[config.mk]
export PLATFORM = sky130hd
export DESIGN_NAME = pipe_skid_stage
export DESIGN_NICKNAME = d
export VERILOG_FILES = /design/src/rtl/pipe_skid_stage.sv
export SDC_FILE = /design/constraint.sdc
export NUM_CORES = 1
export LEC_CHECK = 0
export BUFFER_PORTS_ARGS = -buffer_cell sky130_fd_sc_hd__buf_2
export CORE_MARGIN = 3
export CORE_UTILIZATION = 45
export CTS_CLUSTER_DIAMETER = 150
export CTS_CLUSTER_SIZE = 8
export DETAILED_ROUTE_END_ITERATION = 12
export GPL_ROUTABILITY_DRIVEN = 0
export PLACE_DENSITY = 0.68
export SYNTH_ARGS = -nofsm -noshare
export SYNTH_HDL_FRONTEND = slang
export SYNTH_SLANG_ARGS = --single-unit
[constraint.sdc]
create_clock -name clk -period 2.68 [get_ports clk]
set_input_delay 0.804 -clock clk [delete_from_list [all_inputs] [get_ports clk]]
set_output_delay 0.804 -clock clk [all_outputs]
set_load 0.01 [all_outputs]
[src/rtl/pipe_skid_stage.sv]
// Generic pipeline stage register with valid/ready handshake, 2-entry skid buffer,
// flush-to-bubble and saturating stall/drop debug counters.
module pipe_skid_stage #(
    parameter int                DATA_W     = 96,
    parameter int                CTRL_W     = 16,
    parameter logic [CTRL_W-1:0] FLUSH_CTRL = {CTRL_W{1'b0}},
    parameter int                CNT_W      = 16
) (
    input  logic              clk,
    input  logic              rst,
    input  logic              flush,
    input  logic              stat_clr,
    input  logic              in_valid,
    output logic              in_ready,
    input  logic [DATA_W-1:0] in_data,
    input  logic [CTRL_W-1:0] in_ctrl,
    output logic              out_valid,
    input  logic              out_ready,
    output logic [DATA_W-1:0] out_data,
    output logic [CTRL_W-1:0] out_ctrl,
    output logic [1:0]        occupancy,
    output logic [CNT_W-1:0]  stall_cnt,
    output logic [CNT_W-1:0]  drop_cnt
);

    logic              main_valid;
    logic              skid_valid;
    logic [DATA_W-1:0] main_data;
    logic [DATA_W-1:0] skid_data;
    logic [CTRL_W-1:0] main_ctrl;
    logic [CTRL_W-1:0] skid_ctrl;
    logic              in_xfer;
    logic              out_xfer;
    logic [1:0]        drop_inc;

    function automatic logic [CNT_W-1:0] sat_add(input logic [CNT_W-1:0] cnt,
                                                 input logic [1:0]       inc);
        logic [CNT_W:0] sum;
        sum = {1'b0, cnt} + {{(CNT_W-1){1'b0}}, inc};
        return sum[CNT_W] ? {CNT_W{1'b1}} : sum[CNT_W-1:0];
    endfunction

    // in_ready comes straight from a flop, so out_ready never reaches it combinationally
    assign in_ready  = ~skid_valid;
    assign out_valid = main_valid;
    assign out_data  = main_data;
    assign out_ctrl  = main_ctrl;
    assign occupancy = {1'b0, main_valid} + {1'b0, skid_valid};
    assign in_xfer   = in_valid & in_ready;
    assign out_xfer  = main_valid & out_ready;
    // a MAIN entry leaving downstream on the flush edge is delivered, not dropped
    assign drop_inc  = {1'b0, main_valid & ~out_ready} + {1'b0, skid_valid};

    always_ff @(posedge clk or negedge rst) begin
        if (!rst) begin
            main_valid <= 1'b0;
            skid_valid <= 1'b0;
            main_data  <= '0;
            skid_data  <= '0;
            main_ctrl  <= FLUSH_CTRL;
            skid_ctrl  <= FLUSH_CTRL;
        end else if (flush) begin
            main_valid <= 1'b0;
            skid_valid <= 1'b0;
            main_ctrl  <= FLUSH_CTRL;
            skid_ctrl  <= FLUSH_CTRL;
        end else begin
            case ({main_valid, skid_valid})
                2'b00: begin
                    if (in_xfer) begin
                        main_valid <= 1'b1;
                        main_data  <= in_data;
                        main_ctrl  <= in_ctrl;
                    end
                end
                2'b10: begin
                    if (in_xfer && out_xfer) begin
                        main_data <= in_data;
                        main_ctrl <= in_ctrl;
                    end else if (in_xfer) begin
                        skid_valid <= 1'b1;
                        skid_data  <= in_data;
                        skid_ctrl  <= in_ctrl;
                    end else if (out_xfer) begin
                        main_valid <= 1'b0;
                        main_ctrl  <= FLUSH_CTRL;
                    end
                end
                2'b11: begin
                    if (out_xfer) begin
                        main_data  <= skid_data;
                        main_ctrl  <= skid_ctrl;
                        skid_valid <= 1'b0;
                        skid_ctrl  <= FLUSH_CTRL;
                    end
                end
                default: begin
                    skid_valid <= 1'b0;
                    skid_ctrl  <= FLUSH_CTRL;
                end
            endcase
        end
    end

    always_ff @(posedge clk or negedge rst) begin
        if (!rst) begin
            stall_cnt <= '0;
            drop_cnt  <= '0;
        end else if (stat_clr) begin
            stall_cnt <= '0;
            drop_cnt  <= '0;
        end else begin
            if (main_valid && !out_ready) begin
                stall_cnt <= sat_add(stall_cnt, 2'd1);
            end
            if (flush) begin
                drop_cnt <= sat_add(drop_cnt, drop_inc);
            end
        end
    end

endmodule

# Yosys cells after proc, flatten, opt, wreduce, memory -nomap -nowiden
# Index checks and enable logic that the tools add are counted.
dict set report word_totals {
  ff_bits 258
  input_bits 118
}
dict set report op_classes {
  reduce_logical 14
  n_mux 29
  n_eq_ne 14
  n_bitwise 7
  addsub 4
}
# cell n
set op_table {}
lappend op_table {{96-bit two-way mux} 3}
lappend op_table {{96-bit one-hot mux with 3 select lines} 1}
lappend op_table {{16-bit two-way mux} 14}
lappend op_table {{16-bit one-hot mux with 3 select lines} 2}
lappend op_table {{3-bit != test, second input constant} 6}
lappend op_table {{16-bit by 1-bit adder with 17-bit output, second input constant} 1}
lappend op_table {{16-bit by 2-bit adder with 17-bit output} 1}
lappend op_table {{5-bit AND reduction} 3}
lappend op_table {{2-bit != test, second input constant} 4}
lappend op_table {{4-bit != test, second input constant} 2}
lappend op_table {{4-bit AND reduction} 2}
lappend op_table {{1-bit two-way mux} 7}
lappend op_table {{3-bit nonzero test} 2}
lappend op_table {{1-bit by 1-bit adder with 2-bit output} 2}
lappend op_table {{2-bit equality test, second input constant} 2}
lappend op_table {{1-bit inverter} 4}
lappend op_table {{2-bit nonzero test} 2}
lappend op_table {{4-bit nonzero test} 1}
lappend op_table {{1-bit bitwise AND} 3}
lappend op_table {{1-bit one-hot mux with 3 select lines} 1}
lappend op_table {{1-bit logical AND} 2}
lappend op_table {{2-bit logical NOT} 1}
lappend op_table {{1-bit one-hot mux with 2 select lines} 1}
lappend op_table {{1-bit logical NOT} 1}

# Longest topological paths before layout
# Gate-level depths: netlist of the first run.
dict set report depth {
  ltp_word 7
  depth_mapped 10
  depth_no_buf 9
}

# Least setup slack after synthesis of the first run
# Ideal clock, no wire load.
dict set report synth_timing {
  path_type {input port to flip-flop}
  startpoint {in out_ready}
  endpoint {reg drop_cnt[9]}
  path_stages 10
  required_time_ns 2.555
  t_arrival_ns 2.610
  slack_ns -0.055
  path_cell_list {nor2b_1 > buf_2 > inv_2 > fa_1 > inv_1 > ha_1 > nand4_1 > nor4_2 > nor3_1 > a2111oi_0}
}
dict set report synth_via {
  elab_chain_len 7
}
# item line
set synth_rtl {}
lappend synth_rtl {{start, declared} 18} ;# input logic out_ready,
lappend synth_rtl {{1-bit inverter} 52} ;# assign drop_inc = {1'b0, main_valid & ~out_ready} + {1'b0, skid_valid};
lappend synth_rtl {{1-bit bitwise AND} 52}
lappend synth_rtl {{1-bit by 1-bit adder with 2-bit output} 52}
lappend synth_rtl {{16-bit by 2-bit adder with 17-bit output} 39} ;# sum = {1'b0, cnt} + {{(CNT_W-1){1'b0}}, inc};
lappend synth_rtl {{16-bit two-way mux} 40} ;# return sum[CNT_W] ? {CNT_W{1'b1}} : sum[CNT_W-1:0];
lappend synth_rtl {{16-bit two-way mux} 116} ;# if (flush) begin
lappend synth_rtl {{16-bit two-way mux} 109} ;# end else if (stat_clr) begin
lappend synth_rtl {{end signal, assigned} 117} ;# drop_cnt <= sat_add(drop_cnt, drop_inc);
lappend synth_rtl {{end, declared} 23} ;# output logic [CNT_W-1:0] drop_cnt
# No other way between the ends. The select of a mux whose other input is x is not followed.
# A chain may end at the register's enable or synchronous reset.

# Worst setup path in the final report of the first run
dict set report layout_timing {
  startpoint {in out_ready}
  endpoint {reg drop_cnt[10]}
}
# Same word-level chain as after synthesis.

==> flow_metrics.py, run 1 <==
metrics = {
    "outcome": {
        "status": "finished clean",
    },
    "die": {
        "initial_core_util_pct": 46.3,
        "io_pins": 266,
        "fp.dieW_um": 168,
        "core_mm2": 0.0255,
        "die_h_um": 168,
        "fp-row-count": 58,
        "die_area_mm2": 0.0282,
    },
    "timing": {
        "fin_skew_ps": 10.5,
        "finalCritPeriodShare_pct": 88.3,
        "timing.final.max_slew_violations": 0,
        "period_needed_ps": 2370,
        "tightest_slew_ps": 720,
        "hold_viol": 0,
        "finalSetupViolations": 0,
        "rsz0062_at_grt": "no",
        "slew_headroom_pct": 51.6,
        "fmax_mhz": 422,
    },
    "synthesis": {
        "synth_fp_nets": 977,
        "synth_cell_types": 57,
        "syn_area_mm2": 0.0118,
        "synth-seq-area-share_pct": 54.7,
        "synth_area_leader_cell": "dfrtp_1",
        "netlist_instances": 852,
        "synth_enable_flop_cells": 0,
        "synth_top_area_share_pct": 54.7,
        "async_flop_share_pct": 100,
        "syn_area_per_cell_um2": 13.9,
        "ys_ff_latch": 258,
        "synth_area_leaders": "dfrtp_1 (55%), mux2_2 (24%), mux2_4 (5.1%), a221oi_1 (1.3%), nor3_1 (1.3%)",
        "synth_top_flop_cell": "dfrtp_1",
        "ys_warn_count": 0,
    },
    "critical_path": {
        "cp.required_ps": 3070,
        "crit_path_end_kind": "flop",
        "cp_max_fo": 5,
        "cp_data_arrival_time_ps": 2750,
        "cp-start-kind": "primary input",
        "setup.worst_path.class": "in2reg",
    },
    "cells_and_area": {
        "drive_gt1_share_pct": 56.5,
        "antennaDiodeCount": 0,
        "area_delta_synth_final_pct": 24.4,
        "fin_cells": 1476,
        "final_area_mm2": 0.0147,
        "final_util_pct": 57.6,
        "final_nets": 1270,
        "final_common_cell": "buf_2",
        "final_cell_mix": "buf_2 (264), dfrtp_1 (258), mux2_2 (248)",
    },
    "power_and_ir_drop": {
        "vdd_drop_max_mv": 0.659,
        "power_density_mw_per_mm2": 953,
        "p_total_mw": 14.0,
        "p_leak_nw": 6.91,
    },
    "global_route": {
        "grt_overflow_total": 0,
        "gr-usage-all-layers_pct": 19.2,
        "grt_pass1_wl_um": 44700,
        "grt_max_degree": 63,
        "antenna_found_initial": 1,
        "first_global_vias": 8572,
    },
    "job": {
        "drv_cap": 0,
    },
    "drt": {
        "drt-initial-drc-count": 486,
        "vias": 8220,
        "wl_per_cell_um": 18.9,
        "vias_per_cell": 5.57,
        "drt-total-wl_um": 27800,
        "ant_nets": 0,
        "drtPass1Iterations": 5,
        "drc": 0,
    },
    "worst_hold_path": {
        "hold_class": "in2async",
    },
    "clock_network": {
        "cts_resized": 0,
        "ctsHtreeMaxLevel": 2,
        "cts_hold_buf": 0,
        "postCtsSetupRepairBufs": 0,
        "numCtsBuffers": 38,
        "cts_tree": "done",
        "root_buffer": "clkbuf_16",
        "clk_path_buf_depth": 3,
        "clk_pin_slew_ps": 50,
        "numClockSinks": 258,
        "clk_latency_ps": 500,
    },
    "placement": {
        "dp_cells": 1435,
        "dp_hpwl_um": 18600,
        "dpl-instance-area_mm2": 0.0137,
        "portBuffers": 265,
    },
}
[layout make-up]
cell class	count	area (µm²)
clock inverters	2	17.5
clock buffers	39	976
fillers	2087	10800
flip-flops and latches	258	6460
repair buffers	303	1730
multi-input cells	531	5030
inverters	13	48.8
well taps	330	413
[power by group]
group | leakage, nW | switching, mW | internal (mW)
clock network | 0.489 | 1.57 | 2.54
logic | 3.24 | 1.65 | 2.11
registers | 3.18 | 0.738 | 5.37
[registers in the layout (all words and copies together), names as in the netlist]
| signal | flops |
|---|---|
| drop_cnt | 16 |
| out_ctrl | 16 |
| out_data | 96 |
| out_valid | 1 |
| skid_ctrl | 16 |
| skid_data | 96 |
| skid_valid | 1 |
| stall_cnt | 16 |
[kinds of logic after synthesis]
logic type                 count (synthesis)  synth area share [%]
AOI/OAI and AO/OA                        100                  6.39
xor gates and xnor gates                   1                0.0742
and+or+nand+nor                          135                  6.31
DFF                                      258                  54.7
muxes                                    288                  28.7
buffers and inverters                     63                  2.99
adders and majority gates                  7                 0.806
[metal layers]
layer | GRT usage (%) | wire (µm) | up-vias
met5 | 0 | 13 | -
met4 | 6.97 | 886 | 2
met3 | 5.94 | 2210 | 67
met2 | 31.3 | 13200 | 286
met1 | 24.5 | 11500 | 4134
li1 | - | - | 3731
[cells in the mapped netlist (all sizes together) (6+ instances only)]
cell type,n
and3,7
o21ai,14
buf,28
inv,13
a221oi,18
nor4,8
nand4,15
dfrtp,258
a31oi,7
nor3,31
a21oi,13
a22o,16
nor2,33
clkbuf,22
a211oi,10
nand2,9
mux2,288
nand3,11
ha,6
[worst paths after layout]
kind / startpoint / to / cells past startpoint / slack (ps)
setup / recovery: out_ready / drop_cnt[10]$_DFFE_PN0P_ / 10 / 310
hold / removal: rst / out_data[14]$_DFFE_PN0P_ / 1 / 260
setup reg to reg: out_valid$_DFFE_PN0P_ / drop_cnt[10]$_DFFE_PN0P_ / 9 / 370
hold reg to reg: skid_data[91]$_DFFE_PN0P_ / skid_data[91]$_DFFE_PN0P_ / 1 / 500
max in group asynchronous: rst / out_ctrl[8]$_DFFE_PN0P_ / 2 / 1740
min in group clk: skid_data[91]$_DFFE_PN0P_ / skid_data[91]$_DFFE_PN0P_ / 1 / 500
[worst max-delay path: stages]
cell and delay (ps):
buf_2 110, nor2b_1 170, inv_2 60, fa_1 380, inv_1 70, ha_1 210
nand4_1 160, nor4_4 270, and4b_1 240, a211oi_1 270
[per-stage QoR]
step | TNS, ps | hold WS, ps | setup slack (ps)
3_3_place_gp | -631 | 481 | -114
6_report | 0 | 257 | 312
3_5_place_dp | -1020 | 487 | -205
5_1_grt | 0 | 277 | 152
2_1_floorplan | -16.0 | 473 | -16.0
4_1_cts | 0 | 263 | 317
(Power assumes the default switching activity.)
==> inputs of run 2 (changes only) <==
Settings changed: REMOVE_ABC_BUFFERS from default to 1.
==> run 2 against run 1 <==
Effect of this change: final cell count shrank 0.27%; sequential power is essentially flat; clock power is essentially flat; via count shrank 1.2%; critical path type is now reg2out; critical path depth shrank 6; global-route usage shrank 0.098 points; worst hold slack lost 76 ps; power shrank 0.26%; combinational power is essentially flat; routed wire length shrank 1.6%.
==> flow_metrics.py, run 2 (synthesis gave the netlist of run 1 again) <==
metrics = {
    "outcome": {
        "status": "finished clean",
    },
    "placement": {
        "dpl-instance-area_mm2": 0.0136,
        "pre_cts_slack_ps": -101,
        "portBuffers": 265,
        "dp_hpwl_um": 18400,
        "dp_cells": 1431,
    },
    "timing": {
        "fin_tns_setup_ps": 0,
        "finalCritPeriodShare_pct": 92.1,
        "fin_skew_ps": 12.7,
        "hold_viol": 0,
        "finalWorstSetupSlack_ps": 213,
        "period_needed_ps": 2470,
        "tightest_slew_ps": 670,
        "slew_headroom_pct": 54.9,
        "timing.hold.ws_ps": 181,
        "finalSetupViolations": 0,
        "rsz0062_at_grt": "no",
        "fmax_mhz": 405,
        "timing.final.max_slew_violations": 0,
    },
    "critical_path": {
        "rr_worst_depth": 7,
        "cp_max_fo": 9,
        "cp_data_arrival_time_ps": 1660,
        "crit_path_end_kind": "primary output",
        "setup.worst_path.class": "reg2out",
        "cp-start-kind": "flop",
        "cp.required_ps": 1880,
    },
    "cells_and_area": {
        "final_cell_mix": "buf_2 (264), dfrtp_1 (258), mux2_2 (248)",
        "antennaDiodeCount": 0,
        "seq_area_mm2": 0.00646,
        "multi_input_area_mm2": 0.00503,
        "final_nets": 1266,
        "final_area_mm2": 0.0146,
        "area_delta_synth_final_pct": 23.7,
        "final_common_cell": "buf_2",
        "nFillCells": 2073,
        "drive_gt1_share_pct": 56.3,
        "final_util_pct": 57.3,
        "fin_cells": 1472,
    },
    "clock_network": {
        "cts_tree": "done",
        "ctsHtreeMaxLevel": 2,
        "clk_latency_ps": 510,
        "postCtsSetupRepairBufs": 0,
        "numClockSinks": 258,
        "clk_pin_slew_ps": 50,
        "cts_hold_buf": 0,
        "numCtsBuffers": 38,
        "root_buffer": "clkbuf_16",
        "clk_path_buf_depth": 3,
        "cts_resized": 0,
    },
    "drt": {
        "drc": 0,
        "ant_nets": 0,
        "wl_per_cell_um": 18.6,
        "vias": 8125,
        "drt-initial-drc-count": 508,
        "drtPass1Iterations": 4,
        "drt-total-wl_um": 27400,
        "vias_per_cell": 5.52,
    },
    "die": {
        "fp.dieW_um": 168,
        "io_pins": 266,
        "die_h_um": 168,
        "die_area_mm2": 0.0282,
        "core_mm2": 0.0255,
        "fp-row-count": 58,
        "initial_core_util_pct": 46.3,
    },
    "power_and_ir_drop": {
        "p_leak_nw": 6.86,
        "p_clk_share_pct": 29.5,
        "internal_power_mw": 9.97,
        "p_total_mw": 14.0,
        "switchingPower_mw": 3.98,
        "switching_share_pct": 28.5,
        "vdd_drop_max_mv": 0.711,
        "pwr-share-seq_pct": 43.7,
        "p_comb_share_pct": 26.8,
        "power_density_mw_per_mm2": 955,
    },
    "global_route": {
        "gr-usage-all-layers_pct": 19.1,
        "grt_pass1_wl_um": 44600,
        "grt_max_degree": 75,
        "grt_overflow_total": 0,
        "first_global_vias": 8538,
        "antenna_found_initial": 5,
    },
    "job": {
        "drv_cap": 0,
    },
    "worst_hold_path": {
        "hold_class": "in2async",
    },
}
[run 2: worst paths after layout]
kind / endpoint / startpoint / slack [ps]
min: out_ctrl[13]$_DFFE_PN0P_ / rst / 180
max reg2reg: out_data[41]$_DFFE_PN0P_ / out_valid$_DFFE_PN0P_ / 400
max in group asynchronous: skid_data[9]$_DFFE_PN0P_ / rst / 1800
max: occupancy[0] / out_valid$_DFFE_PN0P_ / 210
min reg2reg: skid_data[4]$_DFFE_PN0P_ / skid_data[4]$_DFFE_PN0P_ / 500
min in group clk: skid_data[4]$_DFFE_PN0P_ / skid_data[4]$_DFFE_PN0P_ / 500
[run 2: cell type report]
type / instances / share of cell area [%]
Clock buffer: 38 / 6.51
Clock inverter: 3 / 0.308
Inverter: 13 / 0.334
Multi-Input combinational cell: 531 / 34.4
Sequential cell: 258 / 44.2
Tap cell: 330 / 2.83
Timing Repair Buffer: 299 / 11.4
[run 2: worst max-delay path, stage by stage (launching register included)]
cell     delay, ps
dfrtp_1        370
buf_4          210
inv_1          100
ha_1           330
buf_2          150
[run 2: power by group through the flow]
stage	logic [mW]	clock network (mW)	registers (mW)
6_report	3.74	4.12	6.09
5_1_grt	4.08	4.42	6.27
2_1_floorplan	2.06	0	6.33
4_1_cts	3.80	4.23	6.09
3_3_place_gp	3.72	0	6.06
3_5_place_dp	3.80	0	6.11
[run 2: layer usage]
metal / share of wire [%] / vias to the layer above / track usage, %
li1: - / 3737 / -
met1: 42 / 4035 / 24.8
met2: 45 / 280 / 29.5
met3: 9.8 / 63 / 7.54
met4: 2.8 / 10 / 6.65
met5: 0.21 / - / 0
==> inputs of run 3 (changes only) <==
Settings changed: PLACE_DENSITY 0.68 to default, PLACE_DENSITY_LB_ADDON from default to 0.08.
Clock period 2.68 ns to 2.5 ns, I/O delays scaled along.
==> run 3 against run 2 <==
Effect of this change: via count fell by 0.14%; combinational power rose by 8.6%; worst hold slack got worse by 32 ps; sequential power rose by 7.1%; die area did not move; utilization rose by 0.69 points; highest routed layer unchanged.
==> flow_metrics.py, run 3 (synthesis gave the netlist of run 1 again) <==
metrics = {
    "timing": {
        "timing.final.max_slew_violations": 0,
        "fmax_mhz": 426,
        "finalCritPeriodShare_pct": 93.9,
        "slew_headroom_pct": 58.5,
        "fin_skew_ps": 15.5,
        "period_needed_ps": 2350,
        "tightest_slew_ps": 617,
        "rsz0062_at_grt": "no",
        "hold_viol": 0,
        "finalSetupViolations": 0,
        "fin_tns_setup_ps": 0,
    },
    "power_and_ir_drop": {
        "vdd_drop_max_mv": 0.664,
        "p_leak_nw": 6.95,
        "power_density_mw_per_mm2": 1020,
    },
    "critical_path": {
        "crit_path_end_kind": "primary output",
        "cp_max_fo": 9,
        "cpPeakStageDelay_ps": 330,
        "r2r_end": "drop_cnt[15]$_DFFE_PN0P_",
        "r2r_start": "out_valid$_DFFE_PN0P_",
        "slowest_stage": "dfrtp_1",
        "setup.worst_path.class": "reg2out",
        "rr_worst_depth": 10,
        "cp.required_ps": 1750,
        "cp_cell_sequence": "buf_4 -> inv_1 -> ha_1 -> buf_2",
        "cp-start-kind": "flop",
        "cp_data_arrival_time_ps": 1600,
        "reg2reg_slack_ps": 270,
    },
    "die": {
        "die_h_um": 168,
        "fp-row-count": 58,
        "core_mm2": 0.0255,
        "initial_core_util_pct": 46.3,
        "die_area_mm2": 0.0282,
        "io_pins": 266,
        "fp.dieW_um": 168,
    },
    "cells_and_area": {
        "nFillCells": 2116,
        "final_area_mm2": 0.0148,
        "area_delta_synth_final_pct": 25.2,
        "final_nets": 1278,
        "final_common_cell": "buf_2",
        "drive_gt1_share_pct": 56.8,
        "final_cell_mix": "buf_2 (264), dfrtp_1 (258), mux2_2 (248)",
    },
    "clock_network": {
        "cts_hold_buf": 0,
        "numCtsBuffers": 38,
        "numClockSinks": 258,
        "ctsHtreeMaxLevel": 2,
        "clk_path_buf_depth": 3,
        "cts_tree": "done",
        "root_buffer": "clkbuf_16",
        "clk_latency_ps": 510,
        "clk_pin_slew_ps": 50,
    },
    "drt": {
        "drc": 0,
        "drt-total-wl_um": 27700,
        "vias_per_cell": 5.44,
        "ant_nets": 0,
        "vias": 8114,
        "drt-initial-drc-count": 509,
        "wl_per_cell_um": 18.6,
        "drtPass1Iterations": 5,
    },
    "global_route": {
        "grt_max_degree": 86,
        "gr-usage-all-layers_pct": 19.1,
        "first_global_vias": 8082,
        "antenna_found_initial": 12,
        "grt_overflow_total": 0,
        "grt_pass1_wl_um": 43900,
    },
    "job": {
        "drv_cap": 0,
    },
    "placement": {
        "dp_hpwl_um": 18700,
        "dpl-instance-area_mm2": 0.0137,
        "portBuffers": 265,
    },
    "worst_hold_path": {
        "hold_class": "in2async",
    },
    "outcome": {
        "status": "finished clean",
    },
}
-- run 3: changes by cell type in the layout (fill, tap and decap cells not counted), sizes merged --
cell | before | now
buf | 299 | 311
clkbuf | 38 | 39
clkinv | 2 | 3
diode | 0 | 6
inv | 14 | 13
-- run 3: repair_timing --
item	4_1_cts	5_1_grt
resized for setup	0	0
endpoints found under the setup margin	1	0
hold endpoints to repair	0	0
buffers inserted	1	0
-- run 3: worst max path at each step --
stage / startpoint / endpoint / depth (start not counted)
2_1_floorplan: out_valid$_DFFE_PN0P_ / out_data[0]$_DFFE_PN0P_ / 4
3_3_place_gp: out_ready / drop_cnt[15]$_DFFE_PN0P_ / 11
3_5_place_dp: out_ready / drop_cnt[9]$_DFFE_PN0P_ / 11
4_1_cts: out_valid$_DFFE_PN0P_ / occupancy[0] / 4
5_1_grt: out_valid$_DFFE_PN0P_ / occupancy[0] / 4
6_report: out_valid$_DFFE_PN0P_ / occupancy[0] / 4
-- run 3: worst max-delay path, delay by kind of cell, from the launching register on --
family / cells / cell delay, ps
buffers and inverters: 3 / 420
DFF: 1 / 330
adders and majority gates: 1 / 330
-- run 3: power breakdown --
part           switching (mW)  internal, mW
Sequential              0.766          5.75
Combinational            1.76          2.30
Clock                    1.71          2.74
-- run 3: layout make-up --
| type | count | area [µm²] | share of cell area, % |
|---|---|---|---|
| clock inverters | 3 | 41.3 | 0.279 |
| diodes | 6 | 15.0 | 0.102 |
| repair buffers | 311 | 1810 | 12.2 |
| well taps | 330 | 413 | 2.79 |
| flip-flops and latches | 258 | 6460 | 43.7 |
| clock buffers | 39 | 976 | 6.60 |
| inverters | 13 | 48.8 | 0.330 |
| multi-input cells | 531 | 5030 | 34.0 |
-- run 3: metal layers --
layer,global-route usage (%),share of wire [%],vias to the layer above
li1,-,-,3760
met3,7.04,8.8,50
met1,25.3,42,4029
met5,0,0.34,-
met2,29.9,47,261
met4,5.34,1.8,14
-- run 3: stage by stage --
step | utilization, % | total power, mW | hold slack, ps | setup WS, ps | instances
finish | 58.0 | 15.0 | 149 | 153 | 1491
global placement | 54.0 | 10.6 | 482 | -203 | 1442
detailed placement | 54.0 | 10.7 | 487 | -236 | 1442
CTS | 58.0 | 15.3 | 150 | 138 | 1485
global route | 58.0 | 15.9 | 159 | 67.1 | 1491
floorplan | - | 9.00 | 454 | -3770 | 802
